$ cat src/rtl/lbus_pkg.sv
// Address map, CTRL/status bit positions and FSM encoding shared by the lbus responder files.
package lbus_pkg;

    localparam logic [15:0] ADDR_CTRL = 16'h0002;
    localparam logic [15:0] ADDR_KEY  = 16'h0100;
    localparam logic [15:0] ADDR_DIN  = 16'h0140;
    localparam logic [15:0] ADDR_DOUT = 16'h0180;
    localparam logic [15:0] ADDR_VER  = 16'hFFFC;

    // CTRL write bits and CTRL read (status) bits
    localparam int unsigned CTRL_START = 0;
    localparam int unsigned CTRL_KRDY  = 1;
    localparam int unsigned STAT_BUSY  = 1;
    localparam int unsigned STAT_TRIG  = 2;

    typedef logic [1:0] lbus_state_t;
    localparam lbus_state_t S_ADDR = 2'd0;
    localparam lbus_state_t S_CMD  = 2'd1;
    localparam lbus_state_t S_RD   = 2'd2;

    // True when addr selects one of nw consecutive even word addresses starting at base.
    function automatic logic word_hit(input logic [15:0] addr, input logic [15:0] base,
                                      input int unsigned nw);
        return !addr[0] && (addr >= base) && (32'(addr - base) < 2 * nw);
    endfunction

    function automatic logic [15:0] word_idx(input logic [15:0] addr, input logic [15:0] base);
        return (addr - base) >> 1;
    endfunction

endpackage

$ cat src/rtl/lbus_rd_mux.sv
// Combinational read-data select: maps the latched lbus word address to a 16-bit register word.
module lbus_rd_mux
    import lbus_pkg::*;
#(
    parameter int unsigned BLK_W   = 128,
    parameter logic [15:0] VERSION = 16'h0001
) (
    input  logic [15:0]      addr_i,
    input  logic [BLK_W-1:0] key_i,
    input  logic [BLK_W-1:0] din_i,
    input  logic [BLK_W-1:0] dout_i,
    input  logic [15:0]      status_i,
    output logic [15:0]      data_o
);

    localparam int unsigned NW = BLK_W / 16;
    localparam int unsigned IW = (NW > 1) ? $clog2(NW) : 1;

    // Ascending word index puts the most significant word at index 0.
    logic [0:NW-1][15:0] key_w, din_w, dout_w;
    logic [IW-1:0]       key_idx, din_idx, dout_idx;

    assign key_w    = key_i;
    assign din_w    = din_i;
    assign dout_w   = dout_i;
    assign key_idx  = IW'(word_idx(addr_i, ADDR_KEY));
    assign din_idx  = IW'(word_idx(addr_i, ADDR_DIN));
    assign dout_idx = IW'(word_idx(addr_i, ADDR_DOUT));

    always_comb begin
        data_o = '0;
        if (addr_i == ADDR_CTRL) begin
            data_o = status_i;
        end else if (addr_i == ADDR_VER) begin
            data_o = VERSION;
        end else if (word_hit(addr_i, ADDR_KEY, NW)) begin
            data_o = key_w[key_idx];
        end else if (word_hit(addr_i, ADDR_DIN, NW)) begin
            data_o = din_w[din_idx];
        end else if (word_hit(addr_i, ADDR_DOUT, NW)) begin
            data_o = dout_w[dout_idx];
        end
    end

endmodule

$ cat src/rtl/lbus_responder.sv
// SAKURA-G crypto-FPGA lbus responder: register file, bus FSM and cipher-core handshake.
// Optional capture trigger output enabled by defining LBUS_TRIG_OUT_EN.
module lbus_responder
    import lbus_pkg::*;
#(
    parameter int unsigned BLK_W   = 128,
    parameter logic [15:0] VERSION = 16'h0001
) (
    input  logic             clk,
    input  logic             rstn,
    input  logic [15:0]      lbus_di_a,
    input  logic             lbus_wrn,
    input  logic             lbus_rdn,
    output logic [15:0]      lbus_do,
    output logic [BLK_W-1:0] key_o,
    output logic [BLK_W-1:0] din_o,
    output logic             krdy_o,
    output logic             start_o,
    input  logic [BLK_W-1:0] dout_i,
    input  logic             done_i,
    output logic             trig_o
);

    localparam int unsigned NW = BLK_W / 16;
    localparam int unsigned IW = (NW > 1) ? $clog2(NW) : 1;

    lbus_state_t         state_q, state_d;
    logic [15:0]         addr_q, addr_d;
    logic [15:0]         lbus_do_q, lbus_do_d;
    logic [0:NW-1][15:0] key_q, key_d, din_q, din_d;
    logic [BLK_W-1:0]    dout_q;
    logic                krdy_q, krdy_d, start_q, start_d, busy_q, busy_d;
    logic [15:0]         status, rd_data;
    logic [IW-1:0]       key_idx, din_idx;

    assign key_idx = IW'(word_idx(addr_q, ADDR_KEY));
    assign din_idx = IW'(word_idx(addr_q, ADDR_DIN));

    always_comb begin
        status            = '0;
        status[STAT_BUSY] = busy_q;
        status[STAT_TRIG] = trig_o;
    end

    lbus_rd_mux #(
        .BLK_W  (BLK_W),
        .VERSION(VERSION)
    ) u_rd_mux (
        .addr_i  (addr_q),
        .key_i   (key_q),
        .din_i   (din_q),
        .dout_i  (dout_q),
        .status_i(status),
        .data_o  (rd_data)
    );

    always_comb begin
        state_d   = state_q;
        addr_d    = addr_q;
        lbus_do_d = lbus_do_q;
        key_d     = key_q;
        din_d     = din_q;
        krdy_d    = 1'b0;
        start_d   = 1'b0;
        busy_d    = busy_q;

        case (state_q)
            S_ADDR: begin
                if (!lbus_wrn) begin
                    addr_d  = lbus_di_a;
                    state_d = S_CMD;
                end
            end
            S_CMD: begin
                if (!lbus_wrn) begin
                    state_d = S_ADDR;
                end else if (!lbus_rdn) begin
                    lbus_do_d = rd_data;
                    state_d   = S_RD;
                end
            end
            S_RD: begin
                if (lbus_rdn) state_d = S_ADDR;
            end
            default: state_d = S_ADDR;
        endcase

        // Data beat: the write wins over a simultaneous read; all writes drop while busy.
        if (state_q == S_CMD && !lbus_wrn && !busy_q) begin
            if (addr_q == ADDR_CTRL) begin
                start_d = lbus_di_a[CTRL_START];
                krdy_d  = lbus_di_a[CTRL_KRDY];
            end
            if (word_hit(addr_q, ADDR_KEY, NW)) key_d[key_idx] = lbus_di_a;
            if (word_hit(addr_q, ADDR_DIN, NW)) din_d[din_idx] = lbus_di_a;
        end

        if (done_i)  busy_d = 1'b0;
        if (start_d) busy_d = 1'b1;
    end

    always_ff @(posedge clk or negedge rstn) begin
        if (!rstn) begin
            state_q   <= S_ADDR;
            addr_q    <= '0;
            lbus_do_q <= '0;
            key_q     <= '0;
            din_q     <= '0;
            dout_q    <= '0;
            krdy_q    <= 1'b0;
            start_q   <= 1'b0;
            busy_q    <= 1'b0;
        end else begin
            state_q   <= state_d;
            addr_q    <= addr_d;
            lbus_do_q <= lbus_do_d;
            key_q     <= key_d;
            din_q     <= din_d;
            krdy_q    <= krdy_d;
            start_q   <= start_d;
            busy_q    <= busy_d;
            if (done_i) dout_q <= dout_i;
        end
    end

`ifdef LBUS_TRIG_OUT_EN
    logic trig_q;

    always_ff @(posedge clk or negedge rstn) begin
        if (!rstn) begin
            trig_q <= 1'b0;
        end else if (start_d) begin
            trig_q <= 1'b1;
        end else if (done_i) begin
            trig_q <= 1'b0;
        end
    end

    assign trig_o = trig_q;
`else
    assign trig_o = 1'b0;
`endif

    assign lbus_do = lbus_do_q;
    assign key_o   = key_q;
    assign din_o   = din_q;
    assign krdy_o  = krdy_q;
    assign start_o = start_q;

endmodule
$ cat config.mk
export PLATFORM = sky130hd
export DESIGN_NAME = lbus_responder
export DESIGN_NICKNAME = d
export VERILOG_FILES = /design/src/rtl/lbus_pkg.sv /design/src/rtl/lbus_rd_mux.sv /design/src/rtl/lbus_responder.sv
export SDC_FILE = /design/constraint.sdc
export NUM_CORES = 1
export LEC_CHECK = 0
export ABC_AREA = 0
export CORE_ASPECT_RATIO = 2
export CORE_UTILIZATION = 40
export CTS_CLUSTER_DIAMETER = 40
export DETAILED_ROUTE_END_ITERATION = 6
export MAX_ROUTING_LAYER = met4
export PLACE_DENSITY = 0.65
export SYNTH_ARGS = -nofsm -noshare
export SYNTH_HDL_FRONTEND = slang
export SYNTH_SLANG_ARGS = --single-unit
export TNS_END_PERCENT = 50
$ cat constraint.sdc
create_clock -name clk -period 4.9 [get_ports clk]
set_clock_uncertainty 0.05 [all_clocks]
set_input_delay 0.98 -clock clk [delete_from_list [all_inputs] [get_ports clk]]
set_output_delay 0.98 -clock clk [all_outputs]
set_load 0.02 [all_outputs]
# Word level (Yosys, flattened, before mapping)
# Cells that the tools add are included.
# totals
register_bits,421
input_bits,149
output_inout_bits,275
# classes
add_sub_neg,6
magnitude_cmp,11
eq_ne,7
muxes,31
bitwise,5
n_reduce_logical,20
# ops
cell,count
$bwmux 128,2
$mux 16,13
$bmux 16 s3,3
$demux 16 s3,2
$lt 32x5->1 const B,3
$sub 16x9->17 const B,3
$ge 16x9->1 const B,3
$eq 16x16->1 const B,1
$eq 16x2->1 const B,1
$ge 4x4->1 const B,3
$not 3->4,3
$sub 4x1->4 const B,3
$logic_and 1x1->1,10
$lt 4x1->1 const B,2
$mux 2,4
$mux 1,6
$pmux 2 s3,1
$reduce_and 2->1,3
$reduce_and 3->1,2
$ne 2x2->1 const B,2
$logic_not 1->1,3
$ne 3x3->1 const B,1
$eq 2x1->1 const B,1
$eq 2x2->1 const B,1
3 further kinds,4

# Longest topological paths before layout
# depth
word_depth,10
mapped_depth,11
mapped_depth_nobuf,8

# Modules after synthesis
# From an unflattened synthesis, not the netlist that was laid out.
# unflattened
hier_cells,1229
area_unflattened_um2,19895.3
# modules_own_cells
module,instances,cells_each,area_each_um2
lbus_responder,1,949,16315.6
lbus_rd_mux,1,280,3579.7

# Worst setup path after synthesis
# Ideal clock, no wire load.
# synth_timing
path_type,input to register
from,input lbus_wrn
to,"register key_q, in the netlist key_o[85]"
setup_ns,0.125
arrival_time_ns,2.707
t_required_ns,4.725
setup_slack_ns,2.019
path_stages,5
path_buffers,1
path_cell_list,or4b_2 nor3_1 nand2_1 clkbuf_1 mux2_2
# synth_between
elab_chain_len,4
# synth_lines
element,line_no,rtl
from (decl),lbus_responder.sv:12,"input logic lbus_wrn,"
$logic_not 1->1,lbus_responder.sv:89,if (state_q == S_CMD && !lbus_wrn && !busy_q) begin
$logic_and 1x1->1 (2 in a row),lbus_responder.sv:89,
$reduce_and 2->1 (no line),-,
to (signal assigned),lbus_responder.sv:117,key_q <= key_d;
to (decl),lbus_responder.sv:30,"logic [0:NW-1][15:0] key_q, key_d, din_q, din_d;"
# Every way passes these cells.
# A chain may end at the register's enable or synchronous reset.

# Worst setup path in the final report
# layout_timing
from,register addr_q[7]
to,"register din_q, in the netlist din_o[119]"
# layout_between
elab_chain_len,4
elab_cells_between_ends,6
# layout_lines
element,line_no,rtl
from (decl),lbus_responder.sv:28,"logic [15:0] addr_q, addr_d;"
from (signal assigned),lbus_responder.sv:115,addr_q <= addr_d;
$sub 16x9->17 / $ge 16x9->1 (equally long branches),lbus_pkg.sv:24,return !addr[0] && (addr >= base) && (32'(addr - base) < 2 * nw);
$lt 32x5->1 / $logic_and 1x1->1 (equally long branches),lbus_pkg.sv:24,
$logic_and 1x1->1 (*),lbus_pkg.sv:24,
$reduce_and 2->1 (no line) (*),-,
to (signal assigned),lbus_responder.sv:118,din_q <= din_d;
to (decl),lbus_responder.sv:30,
# Mark *: on every way between the ends. The rest lies on a longest branch, timed or not.

==> qor.yml <==
place:
  port_buffers: 422
  finalWeightedCongestion: 0.964
  dp.final_hpwl_um: 55500
detailed_routing:
  residual_drc: 0
  detail_route.wl_per_cell_um: 31.1
  routed_wl_um: 77200
  vias: 14400
  vias_per_cell: 5.82
  initialDrtViolationCount: 1067
  firstDrtPassIters: 5
  postRouteAntennaNets: 0
timing:
  fin_setup_tns_ns: 0
  max_freq_mhz: 283
  period_minus_slack_ns: 3.53
  maxSlewViolCount: 0
  unrepaired_setup_endpoints_after_global_routing: "false"
  fin_worst_hold_slack_ns: 0.425
  hold_violations: 0
  worst_slew_pin_slew_ns: 1.18
  worst_slew_margin_rel_pct: 21.2
  number_of_failing_setup_endpoints_in_the_final_timing_report: 0
  fin_crit_sh_pct: 72.1
clock_network:
  cts_tree: "built"
  htree_depth: 2
  root_buffer: "sky130_fd_sc_hd__clkbuf_16"
  post-cts-setup-buffer-count: 0
  post_cts.resized_instances: 0
  numClockSinks: 421
  cts_max_path_buffers: 3
  cts_made_buffers: 43
  clock_insertion_delay_worst_skew_ns: 0.57
  cts_hold_repair.buffers: 0
  cts.clk_slew.worst_paths_ns: 0.06
setup_path:
  worstPathArrival_ns: 3.94
  setup.worst_path.start_class: "flip-flop"
  worst_setup_path_end_kind: "flip-flop"
  cp_max_fo: 16
  setup.worst_path.class: "flip-flop to flip-flop"
  worst_ep_required_time_ns: 5.31
die:
  initial_utilization_pct: 40.4
  die_y_um: 314
  floorplan.die.width_um: 158
  design.die.area_sq_um: 49600
  placeableCoreArea_sq_um: 48200
  top_level_ports: 424
  core.rowCount: 114
pwr:
  power.density_cell_area_nw_per_um2: 354
  power.leakage_nw: 11.3
  p_int_w: 0.00633
  share_clk_of_total_power_pct: 38.1
  switching_share_pct: 30.7
  seq_power_share_pct: 41.7
  vdd_drop_max_uv: 287
  p_sw_w: 0.00281
  combinationalPowerShare_pct: 20.2
synth:
  postSynth.asyncResetShare_pct: 100
  synthSimpleGateAreaFrac_pct: 5.10
  netlist_area_sq_um: 19500
  post_synth_xor_area_fraction_pct: 0.0450
  synth-warning-count: 0
  synth_enable_flop_cells: 0
  synth_top_family_by_area: "multiplexers"
  synth_compound_area_share_pct: 7.23
  netlist-cell-type-count: 69
  synth_fp_nets: 1563
  synth_sequential_area_ratio_pct: 54.1
  synth-seq-cells: 421
  post_synth_inst_count: 1412
  multiplexer_share_of_the_synthesized_area_pct: 30.4
  synthesis.area_per_instance_sq_um: 13.8
  synth_area_in_adders_pct: 0.129
  synth_top_flop_cell: "sky130_fd_sc_hd__dfrtp_1"
final_layout:
  filler_cell_count: 4217
  layout.area.seq_sq_um: 10500
  nNetsFinal: 1957
  layout-drive-gt1-share_pct: 33.2
  areaGrowthSynthToFinish_pct: 32.6
  finish.utilization_pct: 53.5
  multi_input_comb_area_sq_um: 8370
global_routing:
  grt_remaining_overflow: 0
  grt_start_max_net_pins: 108
  overall_track_demand_over_capacity_in_global_routing_pct: 32.2
  initial_antenna_violation_count: 4
  grt_first_pass_wirelength_um: 109000
  first_global_vias: 15400
hold_path:
  worst_min_delay_path_category: "primary input to async pin"
flow_run:
  cap_viol_max_count: 0
outcome:
  outcome: "complete, no violations"
-- metal layers --
metal | vias to the layer above | routed length (um) | GRT usage (%)
met5 | - | 0 | -
met2 | 677 | 39200 | 54.2
li1 | 6054 | - | -
met4 | 0 | 5370 | 19.8
met3 | 174 | 4820 | 5.11
met1 | 7536 | 27900 | 35.1
-- cell usage in the layout, fill, tap and decap left out, types with 16 or more instances in the layout --
cell	netlist	final
sky130_fd_sc_hd__clkdlybuf4s50_1	0	420
sky130_fd_sc_hd__a221oi_1	28	28
sky130_fd_sc_hd__dfrtp_1	421	418
sky130_fd_sc_hd__o221ai_1	35	35
sky130_fd_sc_hd__mux4_2	31	31
sky130_fd_sc_hd__buf_4	4	38
sky130_fd_sc_hd__o21ai_0	36	36
sky130_fd_sc_hd__mux2i_1	30	30
sky130_fd_sc_hd__nand2_1	58	58
sky130_fd_sc_hd__mux2_2	423	423
sky130_fd_sc_hd__nor2_1	41	40
sky130_fd_sc_hd__a21oi_1	16	16
sky130_fd_sc_hd__clkbuf_16	0	45
sky130_fd_sc_hd__o22ai_1	42	42
-- critical path, stage by stage (launching register included) --
cell and delay [ns]:
sky130_fd_sc_hd__dfrtp_1 0.60, sky130_fd_sc_hd__inv_1 0.19, sky130_fd_sc_hd__ha_1 0.25, sky130_fd_sc_hd__a21o_1 0.20, sky130_fd_sc_hd__xnor2_1 0.17, sky130_fd_sc_hd__or3_1 0.66
sky130_fd_sc_hd__nor2_4 0.24, sky130_fd_sc_hd__nand3_2 0.55, sky130_fd_sc_hd__mux2_2 0.50
-- cells by family after synthesis --
logic type,Yosys count
compound gates,199
other cells,1
fa+ha+maj,2
mux,494
xor+xnor,1
buf+inv,120
simple gates,174
flops,421
-- cell usage after synthesis (all sizes together) (2+ instances only) --
master,number,area (sq um)
a211o,3,26.3
a211oi,2,15.0
a21o,4,30.0
a21oi,16,80.1
a221oi,28,245
a222oi,2,20.0
a22o,2,17.5
a22oi,8,60.1
a2bb2oi,7,61.3
and2,4,25.0
and3,2,12.5
buf,47,305
clkbuf,66,249
dfrtp,421,10500
ha,2,25.0
inv,7,26.3
mux2,433,4910
mux2i,30,300
mux4,31,698
nand2,61,236
nand2b,9,56.3
nand3,6,35.0
nand4,4,25.0
nand4b,3,26.3
nor2,45,184
nor2b,3,18.8
nor3,12,92.6
nor4,10,159
nor4b,2,23.8
o21ai,41,209
o221ai,35,307
o22ai,42,263
or2,6,37.5
or3,2,12.5
-- registers in the layout (all words and copies together), names as in the netlist --
name	cells
din_o	128
dout_q	128
key_o	128
addr_q	16
lbus_do	16
state_q	2
busy_q	1
krdy_o	1
start_o	1
-- worst paths after layout --
path,from,to,slack [ns],cells after the start
worst min-delay path,rstn,din_o[125]$_DFFE_PN0P_,0.43,1
min in group clk,lbus_do[12]$_DFFE_PN0P_,lbus_do[12]$_DFFE_PN0P_,0.44,2
worst max register to register,addr_q[7]$_DFFE_PN0P_,din_o[119]$_DFFE_PN0P_,1.37,8
max in group asynchronous,rstn,addr_q[1]$_DFFE_PN0P_,3.26,2
worst min register to register,lbus_do[12]$_DFFE_PN0P_,lbus_do[12]$_DFFE_PN0P_,0.44,2
worst max-delay path,addr_q[7]$_DFFE_PN0P_,din_o[119]$_DFFE_PN0P_,1.37,8
-- power groups by stage --
stage                     Clock, W  Sequential (W)  Combinational (W)
after global routing       0.00366         0.00383            0.00193
after global placement           0         0.00387            0.00183
final                      0.00348         0.00381            0.00185
after floorplan                  0         0.00376            0.00108
after CTS                  0.00353         0.00381            0.00185
after detailed placement         0         0.00388            0.00184
-- stage by stage --
step                      instances  area (sq um)  worst slack [ns]  power [W]
after floorplan                1412         19500              2.02    0.00484
after global routing           2481         25800              1.26    0.00942
after CTS                      2477         25800              1.32    0.00919
after global placement         2399         24300              1.00    0.00570
after detailed placement       2399         24300             0.920    0.00572
final                          2481         25800              1.37    0.00914
-- area by class of cell --
type                       instances  area share, %
multi-input combinational        871           32.4
timing repair buffer             462           17.7
sequential                       421           40.9
inverter                           7          0.102
clock inverter                    17          0.853
clock buffer                      61           4.91
antenna                            4         0.0388
tap                              638           3.09
Power figures use the tool's default switching activity.
